File: config.mk
export PLATFORM = sky130hd
export DESIGN_NAME = subbytes_sequencer
export DESIGN_NICKNAME = d
export VERILOG_FILES = /design/src/rtl/subbytes_sequencer.sv
export SDC_FILE = /design/constraint.sdc
export NUM_CORES = 1
export LEC_CHECK = 0
export BUFFER_PORTS_ARGS = -buffer_cell sky130_fd_sc_hd__buf_4
export CAP_MARGIN = 5
export CORE_MARGIN = 5
export CORE_UTILIZATION = 45
export DETAILED_ROUTE_END_ITERATION = 16
export GPL_TIMING_DRIVEN = 1
export HOLD_SLACK_MARGIN = 0.05
export PLACE_DENSITY_LB_ADDON = 0.05
export SETUP_SLACK_MARGIN = 0.3
export SYNTH_ARGS = -nofsm -noshare
export SYNTH_HDL_FRONTEND = slang
export SYNTH_SLANG_ARGS = --single-unit
export TNS_END_PERCENT = 20
File: constraint.sdc
create_clock -name clk -period 4.65 [get_ports clk]
set_input_delay 0.93 -clock clk [delete_from_list [all_inputs] [get_ports clk]]
set_output_delay 0.93 -clock clk [all_outputs]
set_load 0.02 [all_outputs]
File: src/rtl/subbytes_sequencer.sv
// Streams a NUM_BYTES-byte AES state through one shared byte-wide S-box, one byte
// per cycle, collects the results and pulses done when the whole state is substituted.
module subbytes_sequencer #(
  parameter int NUM_BYTES = 16,
  parameter int SBOX_LAT  = 0
) (
  input  logic                   clk,
  input  logic                   rst,
  input  logic                   start,
  input  logic                   encrypt,
  input  logic [8*NUM_BYTES-1:0] state_in,
  output logic                   busy,
  output logic                   done,
  output logic [8*NUM_BYTES-1:0] state_out,
  output logic                   sbox_valid,
  output logic [7:0]             sbox_in,
  output logic                   sbox_encrypt,
  input  logic [7:0]             sbox_out,
  output logic [1:0]             dbg_state
);

  localparam int CW = $clog2(NUM_BYTES) + 1;
  localparam int IW = CW - 1;

  localparam logic [1:0] S_IDLE = 2'd0;
  localparam logic [1:0] S_RUN  = 2'd1;
  localparam logic [1:0] S_DONE = 2'd2;

  // Handshake: sbox_valid=1 means sbox_in carries a byte this cycle; the S-box has no
  // ready and must accept every byte, returning sbox_out exactly SBOX_LAT cycles later.

  logic [1:0]             st;
  logic [8*NUM_BYTES-1:0] op;
  logic                   mode;
  logic [8*NUM_BYTES-1:0] result;
  logic [8*NUM_BYTES-1:0] result_next;
  logic [CW-1:0]          issue_cnt;
  logic [CW-1:0]          cap_cnt;
  logic                   issue_ok;
  logic                   vld_d;
  logic                   cap;
  logic                   last_cap;

  assign issue_ok     = (st == S_RUN) && (issue_cnt < CW'(NUM_BYTES));
  assign sbox_valid   = issue_ok;
  assign sbox_in      = issue_ok ? op[8*issue_cnt[IW-1:0] +: 8] : 8'h00;
  assign sbox_encrypt = mode;
  assign busy         = (st == S_RUN) || (st == S_DONE);
  assign done         = (st == S_DONE);
  assign dbg_state    = st;

  // Valid delay line matching the S-box pipeline depth.
  generate
    if (SBOX_LAT == 0) begin : g_nolat
      assign vld_d = sbox_valid;
    end else begin : g_lat
      logic [SBOX_LAT-1:0] vld_sr;
      always_ff @(posedge clk) begin
        if (rst) begin
          vld_sr <= '0;
        end else begin
          vld_sr[0] <= sbox_valid;
          for (int i = 1; i < SBOX_LAT; i++) vld_sr[i] <= vld_sr[i-1];
        end
      end
      assign vld_d = vld_sr[SBOX_LAT-1];
    end
  endgenerate

  assign cap      = (st == S_RUN) && vld_d;
  assign last_cap = cap && (cap_cnt == CW'(NUM_BYTES - 1));

  always_comb begin
    result_next = result;
    if (cap) result_next[8*cap_cnt[IW-1:0] +: 8] = sbox_out;
  end

  always_ff @(posedge clk) begin
    if (rst) begin
      st        <= S_IDLE;
      op        <= '0;
      mode      <= 1'b0;
      result    <= '0;
      state_out <= '0;
      issue_cnt <= '0;
      cap_cnt   <= '0;
    end else begin
      case (st)
        S_IDLE: begin
          if (start) begin
            op        <= state_in;
            mode      <= encrypt;
            issue_cnt <= '0;
            cap_cnt   <= '0;
            st        <= S_RUN;
          end
        end
        S_RUN: begin
          if (issue_ok) issue_cnt <= issue_cnt + 1'b1;
          if (cap) begin
            result  <= result_next;
            cap_cnt <= cap_cnt + 1'b1;
          end
          if (last_cap) begin
            state_out <= result_next;
            st        <= S_DONE;
          end
        end
        S_DONE:  st <= S_IDLE;
        default: st <= S_IDLE;
      endcase
    end
  end

endmodule

Word level (Yosys, flattened, before mapping). Cells that the tools add are included.

Output and inout bits: 142. Bits in registers: 397. Input bits: 140.

Eq/ne operators: 7. Shift operators: 3. Reduce and logical (&&, ||, !) cells: 12. Add/subtract/negate cells: 3. Muxes and demuxes: 11. Order comparisons: 1.

Operators by type and width (number): bitwise mux 128 bit (1); two-way mux 128 bit (1); variable shift 8 x 34 -> 128 bit, first input constant (1); indexed part select 128 x 8 -> 8 bit (1); indexed part select 8 x 34 -> 128 bit (1); negation 7 -> 34 bit (1); case mux 5 bit (2 select lines) (2); two-way mux 5 bit (3); adder 5 x 1 -> 5 bit, second input constant (2); two-way mux 8 bit (1); inequality test 2 bit, second input constant (4); AND reduction 2 bit (4); AND reduction 3 bit (2); equality test 5 x 4 -> 1 bit, second input constant (1); less-than comparator 5 bit, second input constant (1); two-way mux 2 bit (2); case mux 2 bit (2 select lines) (1); logical AND 1 bit (3); equality test 2 x 1 -> 1 bit, second input constant (1); equality test 2 bit, second input constant (1); zero test 2 bit (1); nonzero test 2 bit (1); logical OR 1 bit (1).

Logic depth before layout (Yosys ltp).
Depth after elaboration: 6. Mapped depth: 12. Gate-level depth less buffers: 7.

Worst setup path after synthesis. No wires, ideal clock.

Path kind: register -> output. From: register st[1], in the netlist dbg_state[1]. To: output sbox_in[0]. Slack: 1.620 ns. Data arrival time: 2.100 ns. Stages on the path, launching flop included: 10. Data required time: 3.720 ns. Buffers on the path: 2. Cells stage by stage: dfxtp_1 inv_1 ha_1 nand2b_1 inv_1 and2_1 buf_1 nor2b_1 clkbuf_1 a221o_1.

Cells in the longest elaborated chain, start to end: 3.

Ends and longest elaborated chain: start, declared (line 32) `logic [1:0] st;`; start signal, assigned (line 80) `st <= S_IDLE;`; start signal, assigned (line 95) `st <= S_RUN;`; start signal, assigned (line 106) `st <= S_DONE;`; equality test 2 x 1 -> 1 bit (line 44) `assign issue_ok = (st == S_RUN) && (issue_cnt < CW'(NUM_BYTES));`; logical AND 1 bit (line 44); via sbox_valid (line 15) `output logic sbox_valid,`; two-way mux 8 bit (line 46) `assign sbox_in = issue_ok ? op[8*issue_cnt[IW-1:0] +: 8] : 8'h00;`; end, declared (line 16) `output logic [7:0] sbox_in,`.

The timed path passes the listed nets, and every way through them passes these cells.

Worst setup path after layout.
From: register st[1], in the netlist dbg_state[1]. To: output sbox_in[0].

Cells in the longest elaborated chain, start to end: 3.

Ends and longest elaborated chain (line): equality test 2 x 1 -> 1 bit (44); logical AND 1 bit (44); two-way mux 8 bit (46).

No other way between the ends.

==> results_dict.tcl <==
set metrics [dict create \
    nNetsFinal 2048 \
    start_util_pct 45.6 \
    hold_start "op[8]" \
    routedWlPerCell_um 18.1 \
    drcViolationCount 0 \
    grt_max_degree 109 \
    hold_violations 0 \
    ant_nets 0 \
    rsz0062_at_grt "false" \
    min_path_type "flip-flop to flip-flop" \
    r2r_end "state_out[69]" \
    crit_arrival_ns 3.05 \
    post-place-ws_ns 1.25 \
    rrSetupSlack_ns 1.29 \
    postCtsSetupRepairBufs 0 \
    cellLeakagePower_nw 7.60 \
    num_vias 12560 \
    synth-seq-area-share_pct 50.6 \
    critPathCaptureType "output port" \
    worstMarginPinSlew_ns 1.14 \
    slew_viol_final 0 \
    path_max_fanout 14 \
    setup_tns_ns 0 \
    cts_buffer_depth 3 \
    ys_ff_latch 397 \
    antenna_found_initial 1 \
    power_density_nw_per_um2 396 \
    min_period_ns 3.98 \
    coreArea_um2 34500 \
    drt_wl_total_mm 43.2 \
    postSynthCellCount 1705 \
    n_antenna_cell 0 \
    clkLatencyLatePin_ns 0.53 \
    critPathTopFamily "simple AND/OR/NAND/NOR gates" \
    vias_per_cell 5.27 \
    mappedNetlistArea_um2 15700 \
    whs_path_depth 2 \
    gr-usage-all-layers_pct 21.3 \
    critPathBufInv 3 \
    crit_chain "inv_1 -> ha_1 -> nand2b_1 -> inv_1 -> and2_1 -> nor2b_1 -> a221o_1 -> buf_4" \
    layout_setup_ws_ns 0.668 \
    crit_type "flip-flop to output port" \
    drive_gt1_share_pct 22.5 \
    r2r_cells 7 \
    first_pass_iters 5 \
    cts_buffers 43 \
    layout_worst_path_cycle_share_pct 85.6 \
    rows 68 \
    required_ns 3.72 \
    ys_warn_count 0 \
    ys.flop_type "dfxtp_1" \
    ir_drop_mv 0.232 \
    die-width_um 197 \
    setup_violations 0 \
    status "complete, no violations" \
    ctsResizeCount 0 \
    cap_violations 0 \
    die_h_um 197 \
    path_clk_slew_ns 0.06 \
    crit_slowest_cell "nor2b_1" \
    syn_area_per_cell_um2 9.21 \
    fin_skew_ns 0.0117 \
    hold_end "op[8]" \
    drt_iter0_drc 667 \
    synth-edff-count 0 \
    async_flop_share_pct 0 \
    slew_headroom_pct 23.4 \
    hold_buffers 0 \
    cts_max_level 2 \
    crit_top_cell "inv_1" \
    place_hpwl_mm 29.6 \
    synthDistinctLibCells 53 \
    synth_nets 1854 \
    syn_to_final_growth_pct 23.6 \
    grt_pass1_vias 12140 \
    clkSinkCount 397 \
    grt_pass1_wl_mm 67.4 \
    gr-total-overflow 0 \
    place_congestion 0.809 \
    worstReg2RegStart "cap_cnt[0]" \
    slowest_delay_ns 0.53 \
    ios 282 \
    place_area_um2 18000 \
    fin_area_um2 19400 \
    crit_path_start_kind "flip-flop" \
    tritoncts "yes" \
    root_buffer "clkbuf_16" \
    port_buffers 281 \
    dieArea_um2 38700 \
    max_freq_ghz 0.251 \
]
[cell usage after synthesis, drive strengths merged, types with 2 or more instances]
library cell / number / area (um2)
nand2b: 2 / 12.5
o21bai: 2 / 15.0
or3b: 2 / 17.5
nor4b: 3 / 26.3
a21oi: 160 / 801
a311oi: 24 / 210
mux2i: 120 / 1200
and2: 17 / 106
nor3: 13 / 98.9
nand3: 27 / 135
o21ai: 30 / 150
a22o: 8 / 70.1
a221o: 8 / 80.1
or3: 3 / 18.8
ha: 9 / 113
clkbuf: 123 / 462
nand3b: 5 / 53.8
nor2b: 9 / 56.3
dfxtp: 397 / 7950
inv: 7 / 26.3
xor2: 4 / 35.0
nor3b: 14 / 110
mux4: 24 / 541
and3: 21 / 131
a22oi: 10 / 75.1
buf: 25 / 144
o2111ai: 4 / 60.1
a211oi: 108 / 966
a21o: 2 / 15.0
o21a: 4 / 30.0
nand2: 267 / 1000
nor2: 243 / 912
[placed cells by master, fill, tap and decap left out, types with 3 or more instances in the layout]
cell type and count:
a22oi_1 10, o21ai_1 3, o2111ai_2 4, nand2_1 266, buf_4 291, dfxtp_1 396
nor3_4 3, o21a_1 4, bufinv_16 3, inv_1 7, clkbuf_1 4, a211oi_1 83
and3_1 21, mux4_2 24, nor2_1 243, or3_1 3, mux2i_1 120, buf_12 4
nor3_1 9, a21oi_1 160, a211oi_2 21, a221o_1 8, a311oi_1 24, nand3_1 27
and2_1 13, nand3b_1 3, nor3b_1 13, o21ai_0 27, a22o_1 8, clkinv_2 10
nor4b_1 3, a211oi_4 4, xor2_1 4, nor2b_1 9, ha_1 9, clkbuf_16 45
clkbuf_8 9
[routing by layer]
layer | GRT usage [%] | vias up | routed length (um)
met1 | 28.8 | 5885 | 19500
met4 | 5.29 | 2 | 916
met2 | 35.5 | 310 | 20500
met3 | 4.05 | 56 | 2370
li1 | - | 6307 | -
met5 | 0 | - | 20
[worst min-delay path: stages (launching register included)]
cell,delay [ns]
dfxtp_1,0.30
nand2_1,0.05
a21oi_1,0.05
[power breakdown]
part           switching (W)  internal [W]
clock                0.00135       0.00207
sequential         0.0000573       0.00350
combinational       0.000424      0.000277
total                0.00183       0.00585
[cell type report]
class	count	area [um2]
Fill cell	3218	15000
Sequential cell	397	7950
Multi-Input combinational cell	1153	7140
Timing Repair Buffer	297	2290
Clock buffer	58	1260
Tap cell	455	569
Clock inverter	17	173
Inverter	7	26.3
[state kept, by name (all words and copies together), names as in the netlist]
register and cells:
state_out 128, sbox_encrypt 1, dbg_state 2, result 128, cap_cnt 5, issue_cnt 5, op 128
[per-stage QoR]
step	cells	power (W)	hold slack, ns	util [%]
floorplan	1705	0.00408	0.433	-
global placement	2308	0.00433	0.440	52.1
detailed placement	2308	0.00434	0.444	52.1
CTS	2383	0.00778	0.453	56.3
global route	2384	0.00799	0.465	56.3
finish	2384	0.00768	0.450	56.3
[how the worst max path moves through the flow]
stage,from,end,cells after the start
2_1_floorplan,dbg_state[1],sbox_in[0],9
3_3_place_gp,dbg_state[1],sbox_in[7],8
3_5_place_dp,dbg_state[1],sbox_in[0],8
4_1_cts,dbg_state[1],sbox_in[0],8
5_1_grt,dbg_state[1],sbox_in[0],8
6_report,dbg_state[1],sbox_in[0],8
[cells by family (layout without fill, tap and decap cells)]
logic type | count (synthesis) | in the layout | share of synthesized area, %
buffers and inverters | 155 | 379 | 4.02
flip-flops | 397 | 397 | 50.6
AO/OA/AOI/OAI | 364 | 364 | 16.0
XOR/XNOR | 5 | 5 | 0.279
multiplexers | 145 | 145 | 11.2
adder cells (fa/ha/maj) | 9 | 9 | 0.717
AND/OR/NAND/NOR | 630 | 630 | 17.3
Power figures use the tool's default switching activity.
